--- config.mk ---
export PLATFORM = sky130hd
export DESIGN_NAME = case_match_seq_flat
export DESIGN_NICKNAME = d
export VERILOG_FILES = /design/src/rtl/case_match_seq_pkg.sv /design/src/rtl/case_match_seq_if.sv /design/src/rtl/case_match_seq_cmp.sv /design/src/rtl/case_match_seq.sv /design/src/flat_wrapper.sv
export SDC_FILE = /design/constraint.sdc
export NUM_CORES = 1
export LEC_CHECK = 0
export BUFFER_PORTS_ARGS = -buffer_cell sky130_fd_sc_hd__buf_2
export CORE_AREA = 2 2 209 211
export DETAILED_ROUTE_END_ITERATION = 10
export DIE_AREA = 0 0 211 213
export HOLD_SLACK_MARGIN = 0.06
export PLACE_DENSITY = 0.36
export SLEW_MARGIN = 20
export SYNTH_ARGS = -nofsm -noshare
export SYNTH_HDL_FRONTEND = slang
export SYNTH_HIERARCHICAL = 1
export SYNTH_SLANG_ARGS = --single-unit
--- constraint.sdc ---
create_clock -name clk -period 6.7 [get_ports clk]
set_input_delay 1.34 -clock clk [delete_from_list [all_inputs] [get_ports clk]]
set_output_delay 1.34 -clock clk [all_outputs]
set_load 0.02 [all_outputs]
--- src/rtl/case_match_seq_pkg.sv ---
// Shared types and helpers for the runtime case-statement evaluator.
package case_match_pkg;

  // Widest operand any instance may use; table entries and extended values are held at this width.
  localparam int W_LIM  = 32;
  localparam int WW_LIM = 6;

  typedef enum logic [1:0] {IDLE, CTX, SCAN, DONE} state_e;

  typedef struct packed {
    logic [W_LIM-1:0]  val;
    logic [WW_LIM-1:0] width;
    logic              signed_f;
    logic              en;
  } item_t;

  function automatic int ww_of(input int w_max);
    return $clog2(w_max + 1);
  endfunction

  function automatic int iw_of(input int n_items);
    return (n_items <= 2) ? 1 : $clog2(n_items);
  endfunction

  // Mask val to width bits, then sign- or zero-extend to W_LIM bits.
  function automatic logic [W_LIM-1:0] extend(input logic [W_LIM-1:0]  val,
                                              input logic [WW_LIM-1:0] width,
                                              input logic              sgn);
    logic [W_LIM-1:0] mask;
    logic [W_LIM-1:0] res;
    logic [4:0]       top;
    mask = (width >= WW_LIM'(W_LIM)) ? '1 : ((W_LIM'(1) << width) - W_LIM'(1));
    top  = width[4:0] - 5'd1;
    res  = val & mask;
    if (sgn && (width != '0) && val[top]) res = res | ~mask;
    return res;
  endfunction

endpackage

--- src/rtl/case_match_seq_if.sv ---
// Configuration, selector request and result handshake of case_match_seq.
interface case_match_seq_if
  import case_match_pkg::*;
#(
  parameter int W_MAX   = 8,
  parameter int N_ITEMS = 8
) ();
  localparam int WW = ww_of(W_MAX);
  localparam int IW = iw_of(N_ITEMS);

  logic          cfg_we;
  logic [IW-1:0] cfg_idx;
  logic [W_MAX-1:0] cfg_val;
  logic [WW-1:0] cfg_width;
  logic          cfg_signed;
  logic          cfg_en;
  logic          s_valid;
  logic          s_ready;
  logic [W_MAX-1:0] s_sel;
  logic [WW-1:0] s_width;
  logic          s_signed;
  logic          m_valid;
  logic          m_ready;
  logic          m_hit;
  logic [IW-1:0] m_idx;
  logic          busy;

  modport master (
    output cfg_we, cfg_idx, cfg_val, cfg_width, cfg_signed, cfg_en,
    output s_valid, s_sel, s_width, s_signed, m_ready,
    input  s_ready, m_valid, m_hit, m_idx, busy
  );

  modport slave (
    input  cfg_we, cfg_idx, cfg_val, cfg_width, cfg_signed, cfg_en,
    input  s_valid, s_sel, s_width, s_signed, m_ready,
    output s_ready, m_valid, m_hit, m_idx, busy
  );
endinterface

--- src/rtl/case_match_seq_cmp.sv ---
// Combinational match of one case item against the already-extended selector.
module case_item_cmp
  import case_match_pkg::*;
(
  input  item_t            item,
  input  logic [W_LIM-1:0] sel_ext,
  input  logic             ctx_signed,
  output logic             match
);
  logic [W_LIM-1:0] item_ext;

  // Both operands extend from at most W_MAX bits, so comparing the full extension equals the W_MAX-bit compare.
  always_comb begin
    item_ext = extend(item.val, item.width, ctx_signed);
    match    = item.en && (item.width != '0) && (item_ext == sel_ext);
  end
endmodule

--- src/rtl/case_match_seq.sv ---
// Runtime case-statement evaluator: programmable item table, priority scan, first-hit result.
module case_match_seq
  import case_match_pkg::*;
#(
  parameter int W_MAX   = 8,
  parameter int N_ITEMS = 8
) (
  input logic             clk,
  input logic             rst,
  case_match_seq_if.slave bus
);
  localparam int WW = ww_of(W_MAX);
  localparam int IW = iw_of(N_ITEMS);

  state_e           state_q, state_d;
  item_t            tbl_q [N_ITEMS];
  logic [W_MAX-1:0] sel_q;
  logic [WW-1:0]    sw_q;
  logic             ss_q;
  logic             ctx_q;
  logic             ctx_d;
  logic [W_LIM-1:0] sel_ext_q;
  logic [W_LIM-1:0] sel_ext_d;
  logic [IW-1:0]    i_q;
  logic             hit_q;
  logic [IW-1:0]    idx_q;
  logic             cur_match;
  logic             last_item;

  // Context signedness: any live unsigned item makes the whole statement unsigned.
  always_comb begin
    ctx_d = ss_q;
    for (int k = 0; k < N_ITEMS; k++) begin
      if (tbl_q[k].en && (tbl_q[k].width != '0) && !tbl_q[k].signed_f) ctx_d = 1'b0;
    end
    sel_ext_d = extend(W_LIM'(sel_q), WW_LIM'(sw_q), ctx_d);
  end

  case_item_cmp u_cmp (
    .item       (tbl_q[i_q]),
    .sel_ext    (sel_ext_q),
    .ctx_signed (ctx_q),
    .match      (cur_match)
  );

  assign last_item = (i_q == IW'(N_ITEMS - 1));

  // Next-state logic.
  always_comb begin
    state_d = state_q;
    case (state_q)
      IDLE:    if (bus.s_valid) state_d = CTX;
      CTX:     state_d = SCAN;
      SCAN:    if (cur_match || last_item) state_d = DONE;
      DONE:    if (bus.m_ready) state_d = IDLE;
      default: state_d = IDLE;
    endcase
  end

  // State register.
  always_ff @(posedge clk) begin
    if (rst) state_q <= IDLE;
    else     state_q <= state_d;
  end

  // Table writes (idle only), request capture, context latch and scan progress.
  always_ff @(posedge clk) begin
    if (rst) begin
      for (int k = 0; k < N_ITEMS; k++) tbl_q[k] <= '0;
      sel_q     <= '0;
      sw_q      <= '0;
      ss_q      <= 1'b0;
      ctx_q     <= 1'b0;
      sel_ext_q <= '0;
      i_q       <= '0;
      hit_q     <= 1'b0;
      idx_q     <= '0;
    end else begin
      case (state_q)
        IDLE: begin
          if (bus.cfg_we && (int'(bus.cfg_idx) < N_ITEMS)) begin
            tbl_q[bus.cfg_idx] <= '{val:      W_LIM'(bus.cfg_val),
                                    width:    WW_LIM'(bus.cfg_width),
                                    signed_f: bus.cfg_signed,
                                    en:       bus.cfg_en};
          end
          if (bus.s_valid) begin
            sel_q <= bus.s_sel;
            sw_q  <= bus.s_width;
            ss_q  <= bus.s_signed;
            i_q   <= '0;
          end
        end
        CTX: begin
          ctx_q     <= ctx_d;
          sel_ext_q <= sel_ext_d;
        end
        SCAN: begin
          if (cur_match) begin
            hit_q <= 1'b1;
            idx_q <= i_q;
          end else if (last_item) begin
            hit_q <= 1'b0;
            idx_q <= '0;
          end else begin
            i_q <= i_q + IW'(1);
          end
        end
        default: ;
      endcase
    end
  end

  assign bus.s_ready = (state_q == IDLE);
  assign bus.m_valid = (state_q == DONE);
  assign bus.busy    = (state_q != IDLE);
  assign bus.m_hit   = hit_q;
  assign bus.m_idx   = idx_q;
endmodule

--- src/flat_wrapper.sv ---
// flat-port wrapper written by rule: the top's interface ports become plain ports
module case_match_seq_flat import case_match_pkg::*;
#(
  parameter int W_MAX   = 8,
  parameter int N_ITEMS = 8
)
  (clk, rst, bus_cfg_we, bus_cfg_idx, bus_cfg_val, bus_cfg_width, bus_cfg_signed, bus_cfg_en, bus_s_valid, bus_s_sel, bus_s_width, bus_s_signed, bus_m_ready, bus_s_ready, bus_m_valid, bus_m_hit, bus_m_idx, bus_busy);
  case_match_seq_if #(.W_MAX(W_MAX), .N_ITEMS(N_ITEMS)) bus_i ();
  input logic clk;
  input logic rst;
  input wire logic [$bits(bus_i.cfg_we)-1:0] bus_cfg_we;
  input wire logic [$bits(bus_i.cfg_idx)-1:0] bus_cfg_idx;
  input wire logic [$bits(bus_i.cfg_val)-1:0] bus_cfg_val;
  input wire logic [$bits(bus_i.cfg_width)-1:0] bus_cfg_width;
  input wire logic [$bits(bus_i.cfg_signed)-1:0] bus_cfg_signed;
  input wire logic [$bits(bus_i.cfg_en)-1:0] bus_cfg_en;
  input wire logic [$bits(bus_i.s_valid)-1:0] bus_s_valid;
  input wire logic [$bits(bus_i.s_sel)-1:0] bus_s_sel;
  input wire logic [$bits(bus_i.s_width)-1:0] bus_s_width;
  input wire logic [$bits(bus_i.s_signed)-1:0] bus_s_signed;
  input wire logic [$bits(bus_i.m_ready)-1:0] bus_m_ready;
  output wire logic [$bits(bus_i.s_ready)-1:0] bus_s_ready;
  output wire logic [$bits(bus_i.m_valid)-1:0] bus_m_valid;
  output wire logic [$bits(bus_i.m_hit)-1:0] bus_m_hit;
  output wire logic [$bits(bus_i.m_idx)-1:0] bus_m_idx;
  output wire logic [$bits(bus_i.busy)-1:0] bus_busy;
  assign bus_i.cfg_we = bus_cfg_we;
  assign bus_i.cfg_idx = bus_cfg_idx;
  assign bus_i.cfg_val = bus_cfg_val;
  assign bus_i.cfg_width = bus_cfg_width;
  assign bus_i.cfg_signed = bus_cfg_signed;
  assign bus_i.cfg_en = bus_cfg_en;
  assign bus_i.s_valid = bus_s_valid;
  assign bus_i.s_sel = bus_s_sel;
  assign bus_i.s_width = bus_s_width;
  assign bus_i.s_signed = bus_s_signed;
  assign bus_i.m_ready = bus_m_ready;
  assign bus_s_ready = bus_i.s_ready;
  assign bus_m_valid = bus_i.m_valid;
  assign bus_m_hit = bus_i.m_hit;
  assign bus_m_idx = bus_i.m_idx;
  assign bus_busy = bus_i.busy;
  case_match_seq #(.W_MAX(W_MAX), .N_ITEMS(N_ITEMS)) u_core (.clk(clk), .rst(rst), .bus(bus_i));
endmodule
==> results of run 1 <==
how the worst max path moves through the flow:
| stage | start | cells past startpoint | endpoint |
|---|---|---|---|
| after global routing | flop | 19 | u_core/state_q[1] |
| final | flop | 18 | u_core/state_q[1] |
| after floorplan | flop | 22 | u_core/state_q[1] |
| after global placement | flop | 18 | u_core/state_q[1] |
| after CTS | flop | 18 | u_core/state_q[1] |
| after detailed placement | flop | 18 | u_core/state_q[1] |
per-stage QoR:
stage,cell area [sq um],cells,utilization (%)
finish,12080,1659,28.30
global route,12080,1659,28.30
CTS,12080,1659,28.30
detailed placement,11490,1627,26.90
global placement,11490,1627,26.90
floorplan,10710,1086,-
placed cells by master, fill, tap and decap left out, types with 10 or more instances in the layout:
cell / count
a32oi_1: 10
inv_1: 40
mux4_2: 32
a21oi_1: 33
nand2_1: 69
nand3_1: 19
mux2_2: 16
nand2b_1: 12
xnor2_1: 25
buf_4: 24
and3_1: 10
a31oi_1: 10
a21o_1: 19
and2_1: 117
nor2b_1: 14
xor2_1: 19
buf_2: 41
mux2i_1: 17
edfxtp_1: 112
conb_1: 61
clkbuf_16: 17
nor4_1: 11
or2_2: 13
ha_1: 19
o21ai_0: 35
dfxtp_1: 56
nor3_1: 25
nor2_1: 65
per-layer routing:
layer	routed length (um)	GRT usage, %	vias up
met5	0	0	-
met4	527	4.711	0
met3	1048	2.809	33
met2	17220	27.65	150
met1	15790	20.36	4009
li1	-	-	3913
report_power, final:
group,total (uW),internal (uW),switching [uW]
clock,1040,589,448
combinational,868,332,536
sequential,1250,1180,73.5
flip-flops by register name (all words and copies together), names as in the netlist, 2 cells and up, named ones only:
| name | flops |
|---|---|
| u_core/sw_q | 4 |
| u_core/sel_ext_q | 31 |
| u_core/tbl_q | 112 |
| u_core/sel_q | 8 |
| u_core/i_q | 3 |
| u_core/state_q | 2 |
| u_core/bus.m_idx | 3 |
timing repair:
action,in CTS,in global routing
resized for setup,0,1
hold buffers,0,0
setup endpoints to repair,0,2
hold endpoints to repair,0,0
area by class of cell:
type	count	area, sq um
multi-input combinational	807	5763
timing repair buffer	65	385.4
clock inverter	13	163.9
sequential	169	4506
inverter	40	150.1
tap	546	683.2
fill	4499	30610
clock buffer	19	432.9
==> PnR_summary.wiki, run 1 <==
{| class="wikitable"
! Metric !! Value
|-
| Maximum clock skew at final layout || 0.01257 ns
|-
| Terminus of the critical flop-to-flop path || u_core/state_q[1]
|-
| Final routed DRC violation total || 0
|-
| Number of nets in the final layout || 1154
|-
| Antenna violations before repair || 0
|-
| Worst min-delay path startpoint || u_core/sel_ext_q[22]
|-
| Synthesized instance count || 1026
|-
| Boundary Pins || 42
|-
| Max-cap check violation count || 0
|-
| Count of synthesis-stage warnings from yosys || 6
|-
| Total standard cell area after synthesis || 10490 sq um
|-
| Fraction of final layout cells sized beyond drive strength 1 || 15.27%
|-
| Total buffers and inverters traversed by the critical path || 2
|-
| Count of port buffers added during placement || 41
|-
| Total power draw || 3160 uW
|-
| Worst-case headroom to the max-slew limit || 13.20%
|-
| Source-to-sink clock delay at the later pin of the worst-skew pair || 0.47 ns
|-
| Post-CTS Setup Repair Bufs || 0
|-
| Aggregate global-route resource usage || 15.98%
|-
| Pwr/cell area || 261.5 nW/um^2
|-
| DRT Wirelength || 34590 um
|-
| Effective utilization at floorplan || 24.57%
|-
| Maximum count of clock buffers along a single path || 2
|-
| Critical path class || flop to flop
|-
| Global-route wire length before repair || 52700 um
|-
| Register-to-register setup slack || 0.45 ns
|-
| Routed Antenna Nets || 0
|-
| Vias after detailed routing || 8105
|-
| Largest driver fanout on the critical path || 18
|-
| Final-layout setup total negative slack || 0 ns
|-
| Pin count of the biggest net entering global routing || 47
|-
| Worst slack after detailed placement || 0.3501 ns
|-
| Library cell used as clock root buffer || clkbuf_16
|-
| Launching element type of the critical path || flop
|-
| DRC marker count from the first detailed-route iteration || 462
|-
| Slew at the pin closest to its max-slew limit || 1.284 ns
|-
| CTS Sinks || 169
|-
| Critical path data required time || 7.02 ns
|-
| Final Hold Viols || 0
|-
| Syn avg cell area || 10.22 sq um
|-
| Clock tree from TritonCTS || yes
|-
| Depth of the worst hold-timing path || 1
|-
| Layout overhead on the synthesized area || 15.21%
|-
| Chain of cells forming the critical path || buf_4 -> mux4_2 -> mux2_2 -> or3_1 -> or3_1 -> ha_1 -> o311ai_0 -> nand2_1 -> a32o_1 -> or4_1 -> nor4_1 -> nand4_1 -> nor4_2 -> buf_4 -> nor3_1 -> nor3_1 -> mux2i_1 -> nor2_1
|-
| Maximum VDD drop || 0.2520 mV
|-
| Family with the most delay on the worst path || simple AND/OR/NAND/NOR gates
|-
| Register-to-Register Path Depth || 18
|-
| Placement row count || 76
|-
| Final setup violation count || 0
|-
| Number of H-tree levels || 4
|-
| Largest stage delay on the critical path || 0.58 ns
|-
| Leak pwr || 0.004534 uW
|-
| Setup repair after global routing missed its margin || no
|-
| Placed wire-length estimate || 24860 um
|-
| Final hold slack || 0.4840 ns
|-
| Setup ws final || 0.4546 ns
|-
| Placeable core region || 42700 sq um
|-
| GRT overflow || 0
|-
| Router iterations before antenna repair || 6
|-
| Die Area || 44940 sq um
|-
| Max Fclk || 160.1 MHz
|-
| Routed wirelength normalized by instance count || 20.85 um
|-
| TritonCTS Buffers || 17
|-
| Via count of the first global-routing pass || 8158
|-
| Destination of the worst hold path || u_core/sel_ext_q[22]
|-
| Fin crit period || 6.245 ns
|-
| Placer congestion estimate || 0.8235
|-
| Final max-slew violation count || 0
|-
| Vias per Instance || 4.885
|-
| Crit share post-route || 93.21%
|-
| Width of the die || 211 um
|-
| Crit path max-delay cell type || or4_1
|-
| Die H || 213 um
|-
| Worst min path class || flop to flop
|-
| Crit path capture type || flop
|-
| Result of the run || completed
|-
| Data arrival time at the worst-slack endpoint || 6.57 ns
|-
| Clock Pin Slew Worst Setup and Hold Paths || 0.07 ns
|-
| ANT cells || 0
|}
Note: power is estimated with default switching activity, not from simulation.
==> run 2, diff against run 1 <==
--- a/config.mk
+++ b/config.mk
@@ -5,12 +5,13 @@
 export SDC_FILE = /design/constraint.sdc
 export NUM_CORES = 1
 export LEC_CHECK = 0
-export BUFFER_PORTS_ARGS = -buffer_cell sky130_fd_sc_hd__buf_2
 export CORE_AREA = 2 2 209 211
 export DETAILED_ROUTE_END_ITERATION = 10
 export DIE_AREA = 0 0 211 213
+export DONT_BUFFER_PORTS = 1
+export GPL_ROUTABILITY_DRIVEN = 0
 export HOLD_SLACK_MARGIN = 0.06
-export PLACE_DENSITY = 0.36
+export PLACE_DENSITY = 0.35
 export SLEW_MARGIN = 20
 export SYNTH_ARGS = -nofsm -noshare
 export SYNTH_HDL_FRONTEND = slang
==> run 2 against run 1 <==
Count of clock-buffer cells in the layout is 1 lower. Core utilization is 0.34 points lower. First-iteration DRC count is 7.1% lower. Largest power group unchanged. Sequential power hardly changed. Critical path type unchanged. Clock skew is 0.0024 ns higher.
==> PnR_summary.wiki, run 2 (synthesis gave the netlist of run 1 again) <==
{| class="wikitable"
! Metric !! Value
|-
| Slew at the pin closest to its max-slew limit || 1.043 ns
|-
| Crit path capture type || flop
|-
| Router iterations before antenna repair || 5
|-
| Register-to-register setup slack || 0.55 ns
|-
| Final setup violation count || 0
|-
| Result of the run || completed
|-
| Clock tree from TritonCTS || yes
|-
| Most frequent cells in the layout || and2_1, edfxtp_1, nand2_1
|-
| Fraction of final layout cells sized beyond drive strength 1 || 12.81%
|-
| Clock Pin Slew Worst Setup and Hold Paths || 0.07 ns
|-
| ANT cells || 0
|-
| Max reg flops || 112
|-
| Routed Antenna Nets || 0
|-
| Pin count of the biggest net entering global routing || 47
|-
| Final hold slack || 0.4590 ns
|-
| Worst Setup EP || u_core/i_q[1]
|-
| Multi-input gate area in the final layout || 5769 sq um
|-
| Final standard cell utilization of the core || 27.96%
|-
| GRT overflow || 0
|-
| Max-cap check violation count || 0
|-
| Worst min path class || flop to flop
|-
| Crit share post-route || 91.76%
|-
| Worst-case headroom to the max-slew limit || 29.52%
|-
| Die H || 213 um
|-
| Source-to-sink clock delay at the later pin of the worst-skew pair || 0.45 ns
|-
| CTS Sinks || 169
|-
| Final Hold Viols || 0
|-
| Post-cts resize count || 0
|-
| Fin crit period || 6.148 ns
|-
| Library cell used as clock root buffer || clkbuf_16
|-
| Routed wirelength normalized by instance count || 21.60 um
|-
| Setup repair after global routing missed its margin || no
|-
| Placeable core region || 42700 sq um
|-
| Maximum count of clock buffers along a single path || 2
|-
| Vias per Instance || 4.975
|-
| Placement row count || 76
|-
| Launching element type of the critical path || flop
|-
| Leak pwr || 0.004398 uW
|-
| Largest regs || u_core/tbl_q: 112 flops, u_core/sel_ext_q: 31 flops, u_core/sel_q: 8 flops
|-
| Post-CTS Setup Repair Bufs || 0
|-
| Largest driver fanout on the critical path || 17
|-
| Most frequent standard cell in the layout excluding fill and tap cells || and2_1
|-
| Data arrival time at the worst-slack endpoint || 6.46 ns
|-
| Number of cells in the design after placement || 1591
|-
| Register cell area after layout || 4506 sq um
|-
| Filler-free cell count of the finished design || 1623
|-
| Placed wire-length estimate || 25320 um
|-
| Critical path class || flop to flop
|-
| Maximum clock skew at final layout || 0.01496 ns
|-
| Pwr/cell area || 264.9 nW/um^2
|-
| Aggregate global-route resource usage || 16.11%
|-
| Register-to-Register Path Depth || 20
|-
| Vias after detailed routing || 8074
|-
| Max Fclk || 162.7 MHz
|-
| DRC marker count from the first detailed-route iteration || 429
|-
| Number of nets in the final layout || 1118
|-
| Worst min-delay path startpoint || u_core/ss_q
|-
| Final max-slew violation count || 0
|-
| Count of port buffers added during placement || 0
|-
| Register name with the most flops || u_core/tbl_q
|-
| Number of H-tree levels || 4
|-
| TritonCTS Buffers || 17
|-
| Width of the die || 211 um
|-
| Antenna violations before repair || 0
|-
| Boundary Pins || 42
|-
| Global-route wire length before repair || 53200 um
|-
| Maximum VDD drop || 0.1622 mV
|-
| Final-layout fill cell count || 4505
|-
| Final routed DRC violation total || 0
|-
| Terminus of the critical flop-to-flop path || u_core/i_q[1]
|-
| Layout overhead on the synthesized area || 13.83%
|-
| Final-layout setup total negative slack || 0 ns
|-
| Effective utilization at floorplan || 24.57%
|-
| Die Area || 44940 sq um
|-
| Via count of the first global-routing pass || 7955
|-
| DRT Wirelength || 35060 um
|-
| Hold_buf cts || 0
|-
| Critical path data required time || 7.01 ns
|}
-- run 2: changes by cell type in the layout (fill, tap and decap cells not counted), sizes merged --
cell / delta
inv: +2
buf: -36
clkinv: -1
clkbuf: -1
-- run 2: cell type report --
cell class              count  share of cell area, %
clock buffers              18                  3.595
clock inverters            14                  1.541
inverters                  40                  1.258
multi-input cells         807                  48.32
flip-flops and latches    169                  37.74
well taps                 546                  5.722
repair buffers             29                  1.824
-- run 2: report_power, final --
part / total, uW / switching [uW] / internal, uW / leakage [uW]
clock network: 1050 / 457 / 597 / 0.000295
logic: 849 / 520 / 329 / 0.00248
registers: 1260 / 78.5 / 1180 / 0.00162
total: 3160 / 1060 / 2110 / 0.00440
-- run 2: per-layer routing --
layer / track usage (%) / up-vias / routed length, um
met1: 21.54 / 4021 / 16570
met3: 2.515 / 40 / 1013
met5: 0 / - / 0
met4: 5.172 / 0 / 735
met2: 26.68 / 167 / 16740
li1: - / 3846 / -
-- run 2: worst min-delay path by stage --
stage,end,cells after the start
2_1_floorplan,u_core/ss_q,2
3_3_place_gp,u_core/ss_q,2
3_5_place_dp,u_core/ss_q,2
4_1_cts,u_core/ss_q,2
5_1_grt,u_core/ss_q,2
6_report,u_core/ss_q,2
-- run 2: critical path: stages, from the launching register on --
cell	delay [ns]
dfxtp_2	0.52
mux4_1	0.59
mux2_2	0.33
inv_1	0.11
ha_1	0.56
inv_1	0.12
or3_1	0.41
ha_1	0.28
o221a_2	0.19
nand2_1	0.31
xor2_1	0.22
a311oi_1	0.40
a22oi_1	0.13
nor4_1	0.38
nand4_1	0.17
nor4_2	0.29
buf_4	0.21
nor3_1	0.09
o21ai_0	0.21
mux2i_1	0.14
nor2_1	0.33
-- run 2: metrics by stage --
step           power (uW)  setup WS [ns]  instance area, sq um
2_1_floorplan        1869         0.8921                 10710
3_3_place_gp         2131         0.6161                 11320
4_1_cts              3190         0.5380                 11940
6_report             3163         0.5523                 11940
5_1_grt              3334         0.1243                 11940
3_5_place_dp         2121         0.6169                 11320
==> run 3, diff against run 2 <==
--- a/config.mk
+++ b/config.mk
@@ -10,6 +10,7 @@
 export DIE_AREA = 0 0 211 213
 export DONT_BUFFER_PORTS = 1
 export GPL_ROUTABILITY_DRIVEN = 0
+export GPL_TIMING_DRIVEN = 0
 export HOLD_SLACK_MARGIN = 0.06
 export PLACE_DENSITY = 0.35
 export SLEW_MARGIN = 20
==> constraint.sdc (replaced) <==
create_clock -name clk -period 6.7 [get_ports clk]
set_input_delay 1.34 -clock clk [delete_from_list [all_inputs] [get_ports clk]]
set_output_delay 1.34 -clock clk [all_outputs]
set_load 0.01 [all_outputs]
==> run 3 against run 2 <==
Fmax fell by 1.5%. Sequential share of layout area fell by 0.42 points. Critical path depth rose by 1. Count of clock-buffer cells in the layout fell by 1. Register-to-register slack got worse by 0.09 ns. Via count fell by 0.40%. Setup slack got worse by 0.091 ns. Wire length fell by 1.7%. Total power fell by 0.56%. Non-clock buffer count rose by 40. Critical endpoint is now u_core/state_q[0]. Highest routed layer unchanged.
==> PnR_summary.wiki, run 3 (synthesis gave the netlist of run 1 again) <==
{| class="wikitable"
! Metric !! Value
|-
| Global-route wire length before repair || 53060 um
|-
| ANT cells || 0
|-
| Data arrival time at the worst-slack endpoint || 6.60 ns
|-
| Launching element type of the critical path || flop
|-
| Crit path capture type || flop
|-
| Total buffers and inverters traversed by the critical path || 7
|-
| Largest driver fanout on the critical path || 10
|-
| Max-cap check violation count || 0
|-
| Crit path max-delay cell type || or4_1
|-
| Most frequent cells in the layout || and2_1, edfxtp_1, nand2_1
|-
| Final max-slew violation count || 0
|-
| Die H || 213 um
|-
| Chain of cells forming the critical path || buf_2 -> buf_4 -> mux4_2 -> mux2_2 -> buf_6 -> inv_1 -> ha_1 -> clkbuf_1 -> nor4_1 -> clkbuf_2 -> nor3_1 -> o32ai_1 -> or4_1 -> nor4_1 -> nand4_1 -> nor4_4 -> buf_4 -> nor3_1 -> nor3_2 -> nor2_1 -> a311oi_1
|-
| Largest regs || u_core/tbl_q: 112 flops, u_core/sel_ext_q: 31 flops, u_core/sel_q: 8 flops
|-
| Final setup violation count || 0
|-
| Register name with the most flops || u_core/tbl_q
|-
| Width of the die || 211 um
|-
| Placed wire-length estimate || 26160 um
|-
| Number of cells in the design after placement || 1632
|-
| Critical path class || flop to flop
|-
| Placeable core region || 42700 sq um
|-
| Register cell area after layout || 4504 sq um
|-
| Final routed DRC violation total || 0
|-
| Routed wirelength normalized by instance count || 20.72 um
|-
| Antenna violations before repair || 1
|-
| Maximum clock skew at final layout || 0.01297 ns
|-
| Critical path data required time || 7.06 ns
|-
| Fraction of final layout cells sized beyond drive strength 1 || 11.91%
|-
| Crit share post-route || 93.12%
|-
| Count of port buffers added during placement || 0
|-
| Via count of the first global-routing pass || 8282
|-
| Vias after detailed routing || 8042
|-
| Number of H-tree levels || 4
|-
| Register-to-Register Path Depth || 21
|-
| Clock tree from TritonCTS || yes
|-
| Source-to-sink clock delay at the later pin of the worst-skew pair || 0.46 ns
|-
| Worst min-delay path startpoint || u_core/ss_q
|-
| Aggregate global-route resource usage || 15.87%
|-
| Leak pwr || 0.004426 uW
|-
| Pwr/cell area || 260.6 nW/um^2
|-
| Max reg flops || 112
|-
| Destination of the worst hold path || u_core/ss_q
|-
| CTS Sinks || 169
|-
| Largest stage delay on the critical path || 0.58 ns
|-
| Placement row count || 76
|-
| Layout overhead on the synthesized area || 15.08%
|-
| Pin count of the biggest net entering global routing || 18
|-
| GRT overflow || 0
|-
| Vias per Instance || 4.836
|-
| Terminus of the critical flop-to-flop path || u_core/state_q[0]
|-
| Worst min path class || flop to flop
|-
| Worst-case headroom to the max-slew limit || 34.67%
|-
| Boundary Pins || 42
|-
| Fin crit period || 6.239 ns
|-
| Register-to-register setup slack || 0.46 ns
|-
| Multi-input gate area in the final layout || 5801 sq um
|-
| Total power draw || 3145 uW
|-
| Final-layout fill cell count || 4510
|-
| Final-layout setup total negative slack || 0 ns
|-
| Result of the run || completed
|-
| Library cell used as clock root buffer || clkbuf_16
|-
| TritonCTS Buffers || 17
|-
| Routed Antenna Nets || 0
|-
| Number of nets in the final layout || 1158
|-
| Die Area || 44940 sq um
|-
| DRT Wirelength || 34460 um
|-
| Final Hold Viols || 0
|-
| Maximum VDD drop || 0.2025 mV
|-
| Most frequent standard cell in the layout excluding fill and tap cells || and2_1
|-
| DRC marker count from the first detailed-route iteration || 426
|-
| Hold_buf cts || 0
|-
| Clock Pin Slew Worst Setup and Hold Paths || 0.07 ns
|-
| Filler-free cell count of the finished design || 1663
|-
| Maximum count of clock buffers along a single path || 2
|-
| Max Fclk || 160.3 MHz
|-
| Family with the most delay on the worst path || simple AND/OR/NAND/NOR gates
|-
| Depth of the worst hold-timing path || 2
|-
| Effective utilization at floorplan || 24.57%
|-
| Router iterations before antenna repair || 5
|-
| Slew at the pin closest to its max-slew limit || 0.9725 ns
|}
==> run 3: cell count changes in the layout (fill, tap and decap cells not counted), moves of 2 or more <==
cell / before / now
nor2_1: 62 / 66
clkbuf_1: 1 / 44
clkinv_8: 0 / 2
buf_6: 0 / 4
buf_1: 0 / 3
buf_4: 29 / 3
buf_2: 0 / 10
nor2_2: 4 / 0
clkbuf_2: 0 / 4
==> run 3: worst max-delay path by stage <==
stage                     from                end  slack [ns]  depth (start not counted)
after CTS                 flop  u_core/state_q[1]        0.08                         23
after detailed placement  flop  u_core/state_q[0]       -1.04                         22
after global routing      flop               flop      -0.002                         21
after floorplan           flop  u_core/state_q[1]        0.89                         22
final                     flop  u_core/state_q[0]        0.46                         21
after global placement    flop  u_core/state_q[1]       -1.09                         23
==> run 3: tightest hold or removal path, stage by stage (launching register included) <==
cell and delay (ns):
dfxtp_1 0.31, nand2_1 0.05, a21oi_1 0.05
==> run 3: repair_timing <==
action	in CTS	in global routing
pin swaps	1	0
setup buffers	2	0
setup endpoints to repair	12	11
hold endpoints to repair	0	0
gates resized for setup	5	16
==> run 3: metal layers <==
metal	vias to the layer above	GRT usage (%)	share of wire, %
met1	3953	21.40	48
met4	0	4.468	1.4
li1	3923	-	-
met3	24	2.486	3.1
met5	-	0	0
met2	142	26.32	48
==> run 3: area by class of cell <==
| cell class | instances | area share [%] |
|---|---|---|
| plain buffers | 67 | 2.540 |
| clock buffers | 17 | 3.524 |
| clock inverters | 15 | 1.534 |
| inverters | 40 | 1.244 |
| multi-input cells | 807 | 48.06 |
| flip-flops and latches | 169 | 37.32 |
| well taps | 546 | 5.660 |
| repair buffers | 2 | 0.1244 |
==> run 3: power by group <==
| part | switching, uW | internal (uW) | total, uW | leakage, uW |
|---|---|---|---|---|
| logic | 543 | 327 | 870 | 0.00251 |
| registers | 55.7 | 1180 | 1240 | 0.00162 |
| clock network | 474 | 565 | 1040 | 0.000294 |
==> run 3: metrics by stage <==
| step | hold WS, ns | util, % | area, sq um | worst slack [ns] |
|---|---|---|---|---|
| final | 0.4620 | 28.27 | 12070 | 0.4609 |
| after global routing | 0.4960 | 28.27 | 12070 | -0.002435 |
| after CTS | 0.4672 | 28.20 | 12040 | 0.07629 |
| after detailed placement | 0.4590 | 26.71 | 11400 | -1.040 |
| after global placement | 0.4547 | 26.69 | 11400 | -1.088 |
| after floorplan | 0.4368 | - | 10710 | 0.8921 |
